<file path="src/rtl/hazard_ctrl.sv">
// hazard_ctrl: operand forwarding selects, load-use / multicycle stall and redirect flush control.
// Zero latency: all outputs are combinational. A stall holds PC and IF/ID and bubbles ID/EXE.
module hazard_ctrl #(
   parameter int NUM_STAGES = 3,
   parameter int LOAD_STAGE = 2,
   parameter int MC_LAT_W   = 6,
   localparam int SEL_W     = $clog2(NUM_STAGES + 1)
) (
   input  logic                clk,
   input  logic                rst_n,
   input  logic                idValid,
   input  logic [4:0]          rs1,
   input  logic [4:0]          rs2,
   input  logic                useRs1,
   input  logic                useRs2,
   input  logic [4:0]          idRd,
   input  logic                idWreg,
   input  logic                idIsLoad,
   input  logic                idIsMc,
   input  logic [MC_LAT_W-1:0] idMcLat,
   input  logic                redirect,
   output logic [SEL_W-1:0]    qaSel,
   output logic [SEL_W-1:0]    qbSel,
   output logic                pcStall,
   output logic                ifidStall,
   output logic                idexBubble,
   output logic                ifidFlush,
   output logic                mcBusy
);

   // Tracker: index i holds the instruction in stage i+1 (index 0 = EXE).
   logic [NUM_STAGES-1:0] tv;
   logic [NUM_STAGES-1:0] twreg;
   logic [NUM_STAGES-1:0] tld;
   logic [4:0]            trd [NUM_STAGES];
   logic [MC_LAT_W-1:0]   mcCnt;

   logic [SEL_W:0] look_a;
   logic [SEL_W:0] look_b;
   logic           loadUse;
   logic           stall;
   logic           issue;

   // Returns {load-use hazard, forward select}; youngest matching stage wins.
   function automatic logic [SEL_W:0] lookup(input logic use_src, input logic [4:0] rs);
      logic hit;
      logic hit_ld;
      int   idx;
      hit    = 1'b0;
      hit_ld = 1'b0;
      idx    = 0;
      for (int i = NUM_STAGES; i >= 1; i--) begin
         if (tv[i-1] && twreg[i-1] && (trd[i-1] == rs)) begin
            hit    = 1'b1;
            hit_ld = tld[i-1];
            idx    = i;
         end
      end
      if (!use_src || (rs == 5'd0) || !hit)
         lookup = '0;
      else if (hit_ld && (idx < LOAD_STAGE))
         lookup = {1'b1, {SEL_W{1'b0}}};
      else
         lookup = {1'b0, SEL_W'(idx)};
   endfunction

   always_comb begin
      look_a = lookup(useRs1, rs1);
      look_b = lookup(useRs2, rs2);
   end

   assign mcBusy  = (mcCnt != '0);
   assign loadUse = look_a[SEL_W] | look_b[SEL_W];
   assign stall   = idValid & (loadUse | mcBusy);
   assign issue   = idValid & ~stall & ~redirect;

   assign qaSel      = look_a[SEL_W-1:0];
   assign qbSel      = look_b[SEL_W-1:0];
   // A redirect overrides the stall: the wrong-path ID instruction is discarded instead.
   assign pcStall    = stall & ~redirect;
   assign ifidStall  = stall & ~redirect;
   assign idexBubble = stall | redirect;
   assign ifidFlush  = redirect;

   always_ff @(posedge clk or negedge rst_n) begin
      if (!rst_n) begin
         tv    <= '0;
         mcCnt <= '0;
      end else begin
         if (!mcBusy) begin
            tv[0] <= issue;
            for (int i = 1; i < NUM_STAGES; i++) tv[i] <= tv[i-1];
         end else begin
            // EXE is occupied: stage 1 holds, a bubble enters stage 2.
            tv[1] <= 1'b0;
            for (int i = 2; i < NUM_STAGES; i++) tv[i] <= tv[i-1];
         end

         if (issue && idIsMc)
            mcCnt <= (idMcLat == '0) ? '0 : idMcLat - MC_LAT_W'(1);
         else if (mcCnt != '0)
            mcCnt <= mcCnt - MC_LAT_W'(1);
      end
   end

   // Payload fields are qualified by tv, so they need no reset.
   always_ff @(posedge clk) begin
      if (!mcBusy) begin
         trd[0]   <= idRd;
         twreg[0] <= idWreg;
         tld[0]   <= idIsLoad;
         for (int i = 1; i < NUM_STAGES; i++) begin
            trd[i]   <= trd[i-1];
            twreg[i] <= twreg[i-1];
            tld[i]   <= tld[i-1];
         end
      end else begin
         for (int i = 2; i < NUM_STAGES; i++) begin
            trd[i]   <= trd[i-1];
            twreg[i] <= twreg[i-1];
            tld[i]   <= tld[i-1];
         end
      end
   end

endmodule

</file>
<file path="config.mk">
export PLATFORM = sky130hd
export DESIGN_NAME = hazard_ctrl
export DESIGN_NICKNAME = d
export VERILOG_FILES = /design/src/rtl/hazard_ctrl.sv
export SDC_FILE = /design/constraint.sdc
export NUM_CORES = 1
export LEC_CHECK = 0
export BUFFER_PORTS_ARGS = -buffer_cell sky130_fd_sc_hd__buf_2
export CAP_MARGIN = 40
export CORE_ASPECT_RATIO = 0.75
export CORE_MARGIN = 2
export CORE_UTILIZATION = 56
export DETAILED_ROUTE_END_ITERATION = 12
export HOLD_SLACK_MARGIN = 0.15
export PLACE_DENSITY_LB_ADDON = 0.25
export SYNTH_ARGS = -nofsm -noshare
export SYNTH_HDL_FRONTEND = slang
export SYNTH_SLANG_ARGS = --single-unit
</file>
<file path="constraint.sdc">
create_clock -name clk -period 3.5 [get_ports clk]
set_input_delay 0 -clock clk [delete_from_list [all_inputs] [get_ports clk]]
set_output_delay 0 -clock clk [all_outputs]
set_load 0.03 [all_outputs]
</file>
==> flow_summary.json <==
{
  "cp_top_family": "compound AO/OA/AOI/OAI gates",
  "synth_area_um2": 1580,
  "hp-class": "in -> reg",
  "fp.dieW_um": 65.3,
  "cp.depth": 6,
  "grt_max_degree": 26,
  "dieHeight_um": 50.0,
  "area_growth_pct": 27.8,
  "nNetsFinal": 239,
  "die_area_um2": 3260,
  "hold_path_depth": 4,
  "cp-start-kind": "register",
  "worst_pin_slew_ns": 0.417,
  "grt_pass1_wl_mm": 6.40,
  "register_area_um2": 736,
  "critPathCaptureType": "output port",
  "grt_pass1_vias": 1406,
  "status": "finished clean",
  "hold_viol_final": 0,
  "io_pins": 39,
  "htree_levels": 1,
  "initial_utilization_pct": 59.8,
  "vias_per_cell": 5.55,
  "critPathMaxFanout": 7,
  "wire_per_inst_um": 15.3,
  "port_buffers": 38,
  "worstSkewPairLatency_ns": 0.27,
  "postSynthCellCount": 150,
  "nFillCells": 187,
  "multiInputGateArea_um2": 798,
  "antenna_found_initial": 0,
  "yosysUniqueCellTypes": 39,
  "powerDensity_nw_per_um2": 460,
  "synth_top_area_share_pct": 24.7,
  "syn_avg_cell_area_um2": 10.5,
  "worstPathRequired_ns": 3.50,
  "cpPeakStageDelay_ns": 0.47,
  "max_freq_mhz": 442,
  "routed-via-count": 1338,
  "routabilityCongestion": 1.02,
  "cp.arrival_ns": 2.26,
  "crit_type": "reg -> out",
  "synth-edff-count": 13,
  "drt-total-wl_mm": 3.69,
  "worst-path-buf-inv": 1,
  "cts_num_sinks": 28,
  "synth_seq_area_share_pct": 46.6,
  "synthFlopType": "edfxtp_1",
  "rr_worst_depth": 8,
  "drc_errors": 0,
  "postSynth.asyncResetShare_pct": 32.1,
  "finalCriticalPeriod_ns": 2.26,
  "ant_nets": 0,
  "grt.total_usage_pct": 26.3,
  "cts_root_buffer": "clkbuf_8",
  "critical_path.slowest_cell": "edfxtp_1",
  "synth_area_leaders": "edfxtp_1, dfrtp_1, xnor2_1",
  "dp_hpwl_mm": 2.67,
  "synth.most_common_cell": "xnor2_1",
  "final_layout_size_suffix_gt1_share_pct": 25.9,
  "hold_ws_ns": 0.185,
  "cts_tree": "done",
  "rsz0062_at_grt": "no",
  "ir_worst_vdd_v": 0.000332,
  "synth_common_cells": "xnor2_1, xor2_1, edfxtp_1",
  "crit_chain": "xor2_1 > nor4_1 > o2111ai_1 > a21o_4 > a21oi_1 > buf_2",
  "row_count": 16,
  "clk_pin_slew_ns": 0.09,
  "setup_violations": 0,
  "ys_ff_latch": 28,
  "tns_ns": 0,
  "drtIter0Drc": 123,
  "power_leakage_nw": 0.815,
  "dr.pass1.iters": 4,
  "cts_buffer_depth": 2,
  "n_antenna_cell": 0,
  "cap_violations": 0,
  "yosys_warnings": 0,
  "relSlewSlack_pct": 71.9,
  "grt_overflow_total": 0,
  "coreArea_um2": 2640,
  "synth_nets": 183,
  "clock_skew_ns": 0.00462,
  "slew_violations": 0,
  "numCtsBuffers": 3,
  "yosys.area.top_type": "edfxtp_1",
  "finalCritPeriodShare_pct": 64.6
}
[worst paths after layout]
check / startpoint / endpoint / slack, ns
min in group asynchronous: rst_n / tv[0]$_DFFE_PN0N_ / 0.70
hold / removal: idMcLat[1] / mcCnt[1]$_DFFE_PN0P_ / 0.18
setup reg to reg: mcCnt[0]$_DFFE_PN0P_ / mcCnt[0]$_DFFE_PN0P_ / 1.44
max in group asynchronous: rst_n / mcCnt[1]$_DFFE_PN0P_ / 2.51
hold reg to reg: twreg[1]$_DFFE_PN_ / twreg[2]$_DFF_P_ / 0.38
setup / recovery: trd[0][2]$_DFFE_PN_ / pcStall / 1.24
[stage by stage]
stage	util [%]	cells	area (µm²)	setup slack, ns	power (mW)
2_1_floorplan	-	150	1580	1.31	0.636
3_3_place_gp	68.2	221	1800	1.57	0.707
3_5_place_dp	68.2	221	1800	1.51	0.719
4_1_cts	76.4	241	2020	1.22	0.925
5_1_grt	76.4	241	2020	1.03	0.990
6_report	76.4	241	2020	1.24	0.929
[tightest hold or removal path, delay by kind of cell]
family	cells	cell delay, ns
compound gates	1	0.07
buf+inv	2	0.20
fa+ha+maj	1	0.15
[sequential cells by signal, indices dropped and copies added, names as in the netlist]
signal / count
trd: 15
mcCnt: 6
tv: 3
twreg: 3
tld: 1
[kinds of logic (layout without fill, tap and decap cells)]
family,after synthesis,in the layout,synth area share (%)
XOR/XNOR,35,35,19.4
flip-flops,28,28,46.6
AO/OA/AOI/OAI,25,25,11.7
adder cells (fa/ha/maj),3,3,2.38
buffers and inverters,11,66,3.17
multiplexers,2,2,1.43
AND/OR/NAND/NOR,46,46,15.3
[cell usage in the layout, fill, tap and decap left out, drive strengths merged, types with 2 or more instances in the layout]
cell         instances
xor2                17
or3                  2
nand4                4
ha                   3
o22ai                3
a21bo                2
nor4                 3
xnor2               18
a21oi                6
dfrtp                9
a21o                 2
o21ai                6
edfxtp              13
or4                  2
dlygate4sd3         16
mux2                 2
nand3                3
buf                 39
inv                  7
nor3                 9
dfxtp                6
nand2               12
nor2                 6
clkbuf               4
[cell type report]
type / instances / share of cell area, %
Inverter: 7 / 1.30
Clock buffer: 4 / 2.73
Sequential cell: 28 / 36.5
Timing Repair Buffer: 55 / 17.7
Multi-Input combinational cell: 111 / 39.6
Tap cell: 36 / 2.23
[metal layers]
metal / track usage, % / vias up / part of all wire (%)
met5: 0 / - / 0
met4: 9.38 / 0 / 2.4
li1: - / 641 / -
met3: 7.08 / 12 / 6.8
met1: 34.2 / 634 / 42
met2: 42.3 / 51 / 48
[report_power, final]
group          total, mW  switching, mW  internal (mW)
Combinational      0.254          0.132          0.122
Sequential         0.478         0.0657          0.413
Clock              0.197         0.0960          0.101
[repair_timing]
action | 4_1_cts | 5_1_grt
hold endpoints to repair | 21 | 0
hold buffers | 16 | 0
setup buffers | 0 | 0
resized for setup | 0 | 0
No activity file was read; power rests on OpenSTA's default activity.
